**src/rtl/xor_tree_pipe.sv**
```systemverilog
// Pipelined, mask-gated XOR reduction of N_CH channels with valid/ready flow control.
// MODE=1 folds each result into a running accumulator that acc_clr can clear.
module xor_tree_pipe #(
    parameter int N_CH  = 5,
    parameter int WIDTH = 1,
    parameter int MODE  = 0
) (
    input  logic                  clk,
    input  logic                  rst_n,
    input  logic                  in_valid,
    output logic                  in_ready,
    input  logic [N_CH*WIDTH-1:0] in_data,
    input  logic [N_CH-1:0]       in_mask,
    input  logic                  acc_clr,
    output logic                  out_valid,
    input  logic                  out_ready,
    output logic [WIDTH-1:0]      out_data
);
    localparam int LEVELS = $clog2(N_CH);

    // Handshake: a beat moves on a clock edge only when valid && ready are both high.
    // One global enable: the whole pipe shifts together, bubbles included.
    logic en;
    assign en       = !out_valid || out_ready;
    assign in_ready = en;

    for (genvar l = 0; l <= LEVELS; l++) begin : g_lvl
        localparam int CNT = (N_CH + (1 << l) - 1) >> l;
        logic [WIDTH-1:0] nd  [CNT];
        logic [WIDTH-1:0] nxt [CNT];
        logic             vld;
        logic             vld_nxt;

        if (l == 0) begin : g_cap
            assign vld_nxt = in_valid;
            for (genvar j = 0; j < CNT; j++) begin : g_node
                assign nxt[j] = in_data[j*WIDTH +: WIDTH] & {WIDTH{in_mask[j]}};
            end
        end else begin : g_tree
            localparam int PCNT = (N_CH + (1 << (l - 1)) - 1) >> (l - 1);
            assign vld_nxt = g_lvl[l-1].vld;
            for (genvar j = 0; j < CNT; j++) begin : g_node
                if (2 * j + 1 < PCNT) begin : g_pair
                    assign nxt[j] = g_lvl[l-1].nd[2*j] ^ g_lvl[l-1].nd[2*j+1];
                end else begin : g_odd
                    assign nxt[j] = g_lvl[l-1].nd[2*j];
                end
            end
        end

        always_ff @(posedge clk or negedge rst_n) begin
            if (!rst_n) begin
                vld <= 1'b0;
                for (int j = 0; j < CNT; j++) nd[j] <= '0;
            end else if (en) begin
                vld <= vld_nxt;
                nd  <= nxt;
            end
        end
    end

    logic [WIDTH-1:0] last;
    assign last      = g_lvl[LEVELS].nd[0];
    assign out_valid = g_lvl[LEVELS].vld;

    if (MODE == 1) begin : g_acc
        logic [WIDTH-1:0] acc;
        // Clear wins over the handshake update; the beat on the handshake still shows the old acc.
        always_ff @(posedge clk or negedge rst_n) begin
            if (!rst_n)                      acc <= '0;
            else if (acc_clr)                acc <= '0;
            else if (out_valid && out_ready) acc <= out_data;
        end
        assign out_data = last ^ acc;
    end else begin : g_plain
        assign out_data = last;
    end
endmodule

```
**config.mk**
```make
export PLATFORM = sky130hd
export DESIGN_NAME = xor_tree_pipe
export DESIGN_NICKNAME = d
export VERILOG_FILES = /design/src/rtl/xor_tree_pipe.sv
export SDC_FILE = /design/constraint.sdc
export NUM_CORES = 1
export LEC_CHECK = 0
export CAP_MARGIN = 0
export CORE_UTILIZATION = 45
export DETAILED_ROUTE_END_ITERATION = 6
export PLACE_DENSITY_LB_ADDON = 0.08
export SKIP_LAST_GASP = 1
export SLEW_MARGIN = 20
export SYNTH_ARGS = -nofsm -noshare
export SYNTH_HDL_FRONTEND = slang
export SYNTH_SLANG_ARGS = --single-unit
```
**constraint.sdc**
```tcl
create_clock -name clk -period 1.4 [get_ports clk]
set_input_delay 0.28 -clock clk [delete_from_list [all_inputs] [get_ports clk]]
set_output_delay 0.28 -clock clk [all_outputs]
set_load 0.02 [all_outputs]
```
Word level (Yosys, flattened, before mapping)
Index checks and enable logic that the tools add are counted. Widths: inputs -> output; s select.

Bits of input ports: 15. Output and inout port bits: 3. RAM bits: 0. Bits in latches: 0. Memory bits (read-only): 0. Memories kept: 0. Bits in registers: 15. Logic and storage cells: 26.

Equality and inequality tests: 0. Shift-type cells: 0. Reductions and logical operators: 2. $lt $le $gt $ge: 0. Multipliers: 0. Bitwise gates (word level): 9. Multiplexer cells: 0. $add $sub $neg: 0. Div/mod/pow operators: 0.

Operators with widths (count): $and 1x1->1 (5); $xor 1x1->1 (4); $logic_not 1->1 (1); $logic_or 1x1->1 (1).

Longest topological paths before layout
Depth after elaboration: 2. Gate-level depth with buffers: 4. Mapped depth without buffers: 3.

Worst setup path before layout
Ideal clock, no wire load.

Kind: register to register. Start: reg g_lvl[3].vld (netlist: out_valid). End: reg g_lvl[0].vld. Arrival: 1.183 ns. Stages on the path, launching flop included: 5. Clock period less this slack: 1.308 ns. Setup time: 0.125 ns. Path slack: 0.092 ns. Buffers on the path: 1. Data required time: 1.275 ns. Cell sequence: dfrtp_1 -> nor2b_4 -> buf_6 -> inv_6 -> mux2_4.

Word-level cells in the longest chain between the ends: 2.

Ends and longest elaborated chain: start: declaration (line 31) `logic vld;`; start signal: assignment (line 56) `vld <= vld_nxt;`; $logic_not 1->1 (line 24) `assign en = !out_valid || out_ready;`; $logic_or 1x1->1 (line 24); via in_ready (line 11) `output logic in_ready,`; end signal: assignment (line 56); end: declaration (line 31).

The timed path passes the listed nets, and every way through them passes these cells. A chain may end at the register's enable or synchronous reset.

Worst setup path in the final report
Start: in out_ready. End: out in_ready.

Word-level cells in the longest chain between the ends: 1.

Ends and longest elaborated chain: start: declaration (line 16) `input logic out_ready,`; $logic_or 1x1->1 (line 24); end: declaration (line 11).

No other way between the ends.

==> flow_summary.json <==
{
  "nFillCells": 114,
  "worstSetupEndpointType": "output port",
  "drt-initial-drc-count": 0,
  "p_clk_share_pct": 15.9,
  "finClkSkew_ns": 0.003144,
  "powerDensity_nw_per_um2": 1730,
  "worstPathRequired_ns": 1.12,
  "clockRootBuffer": "clkbuf_4",
  "final_nets": 87,
  "detail_route.vias_per_cell": 5.058,
  "clockBufferDepth": 2,
  "status": "finished, final reports clean",
  "synthXorXnorAreaFrac_pct": 5.344,
  "drtPass1Iterations": 1,
  "die_y_um": 40.17,
  "rsz0062_at_grt": "yes",
  "drive_above_1_share_pct": 29.58,
  "grt_pass1_vias": 376,
  "p_leak_nw": 0.4175,
  "place_ws_ns": -0.3965,
  "slew_headroom_pct": 86.68,
  "place_congestion": 0.6812,
  "diodes": 0,
  "ys_warn_count": 0,
  "drv_slew": 0,
  "synth-seq-cells": 15,
  "cts_buffers": 3,
  "critPathMaxFanout": 2,
  "fin_area_sq_um": 875.8,
  "placementRows": 13,
  "ys_seq_area_share_pct": 57.25,
  "drv_cap": 0,
  "final-hold-violation-count": 0,
  "io_pins": 18,
  "yosys.area_share.simple_pct": 11.64,
  "final_common_cell": "dfrtp_1",
  "syn_nets": 62,
  "hp-class": "input port to asynchronous set/reset pin",
  "peakVddDrop_mv": 1.136,
  "synthDistinctLibCells": 11,
  "synthAdderAreaFrac_pct": 0,
  "placed_area_sq_um": 860.8,
  "switchingPower_mw": 0.4514,
  "die_area_sq_um": 1614,
  "finalSetupViolations": 0,
  "most-common-layout-cells": "dfrtp_1 (15), clkdlybuf4s50_1 (13), mux2_4 (6)",
  "clk_pin_slew_ns": 0.09,
  "synth-compound-area-share_pct": 3.817,
  "p_int_mw": 1.064,
  "grtUsageTotal_pct": 15.93,
  "fp.dieW_um": 40.17,
  "routed_wl_um": 1039,
  "cts_tree": "done",
  "syn_avg_cell_area_sq_um": 13.95,
  "io_buffers": 16,
  "via_count": 435,
  "overflow": 0,
  "antenna_found_initial": 0,
  "clock-sinks": 15,
  "comb_power_share_pct": 38.8,
  "timing.fmax_mhz": 718.3,
  "pwr-share-seq_pct": 45.3,
  "insertion_delay_ns": 0.28,
  "synth.area.mux_share_pct": 18.89,
  "setup_ws_ns": 0.007737,
  "synth_top_family_by_area": "multiplexers",
  "grt_max_degree": 16,
  "period_needed_ns": 1.392,
  "netlist_instances": 47,
  "ant_nets": 0,
  "place_hpwl_um": 788.1,
  "switching_share_pct": 29.79,
  "crit_arrival_ns": 1.11,
  "htreeDepth": 1,
  "design.core.area_sq_um": 1334,
  "hold_ws_ns": 0.3203,
  "grt_pass1_wl_um": 1628,
  "initial_core_util_pct": 49.16,
  "area_delta_synth_final_pct": 33.59,
  "worst_slew_pin_slew_ns": 0.2006,
  "drc_errors": 0,
  "min_period_over_period_pct": 99.45,
  "worstSetupPathType": "input port to output port",
  "synth.cell_area_sq_um": 655.6,
  "wl_per_cell_um": 12.08,
  "critPathLaunchType": "input port"
}
[registers in the layout (all words and copies together) (netlist names)]
register   cells
g_lvl.nd      10
out_data       1
g_lvl.vld      3
out_valid      1
[timing repair]
item	in CTS	in global routing
hold buffers	0	0
resized for setup	5	2
endpoints found under the setup margin	3	2
setup buffers	0	0
[metrics by stage]
stage               std cells  setup TNS, ns  utilization (%)  power, mW
floorplan                  47              0                -      1.104
global placement           82         -1.838            64.54      1.304
detailed placement         82         -1.915            64.54      1.325
CTS                        86        -0.1238            66.42      1.552
global route               86       -0.02077            65.67      1.621
finish                     86              0            65.67      1.515
[power groups by stage]
stage               logic [mW]  registers (mW)  clock network (mW)
floorplan                0.381           0.724                   0
CTS                      0.605           0.692               0.256
finish                   0.587           0.687               0.241
global route             0.636           0.709               0.276
detailed placement       0.625           0.701                   0
global placement         0.611           0.693                   0
[critical path: stages]
cell and delay, ns:
clkdlybuf4s50_1 0.47, nor2b_4 0.19, inv_6 0.03, clkbuf_2 0.15
[final cells by class]
class                   count  area (sq um)  share of cell area [%]
multi-input cells          30         260.3                   29.71
well taps                  15         18.77                   2.143
inverters                   1         8.758                   1.000
clock buffers               4         26.28                   3.000
flip-flops and latches     15         375.4                   42.86
repair buffers             21         186.4                   21.29
[routing by layer]
metal | routed length, um | up-vias | global-route usage, % | part of all wire (%)
li1 | - | 206 | - | -
met1 | 473 | 216 | 20.14 | 46
met2 | 513 | 13 | 24.60 | 49
met3 | 52 | 0 | 6.667 | 5.0
met4 | 0 | 0 | 5.000 | 0
met5 | 0 | - | 0 | 0
[cells in the mapped netlist (all sizes together)]
cell type	n	area share (%)
nor2b	1	2.1
mux2	9	19
dfrtp	15	57
o21ai	5	3.8
xor2	4	5.3
nand2	5	2.9
nand2b	1	0.95
inv	1	1.3
nand3b	5	5.7
buf	1	1.7
[worst paths after layout]
check / from / slack (ns) / end / cells after the start
worst max-delay path: out_ready / 0.008 / in_ready / 4
worst min-delay path: rst_n / 0.32 / g_lvl[2].nd[1]$_DFFE_PN0P_ / 2
worst max register to register: out_valid$_DFFE_PN0P_ / 0.23 / g_lvl[2].vld$_DFFE_PN0P_ / 3
worst min register to register: g_lvl[2].vld$_DFFE_PN0P_ / 0.47 / out_valid$_DFFE_PN0P_ / 1
max in group asynchronous: rst_n / 0.91 / g_lvl[1].vld$_DFFE_PN0P_ / 2
min in group clk: g_lvl[2].vld$_DFFE_PN0P_ / 0.47 / out_valid$_DFFE_PN0P_ / 1
[cells by family after synthesis]
| kind of cell | Yosys count |
|---|---|
| buf+inv | 2 |
| simple gates | 12 |
| flops | 15 |
| xor+xnor | 4 |
| mux | 9 |
| compound gates | 5 |
Power figures use the tool's default switching activity.
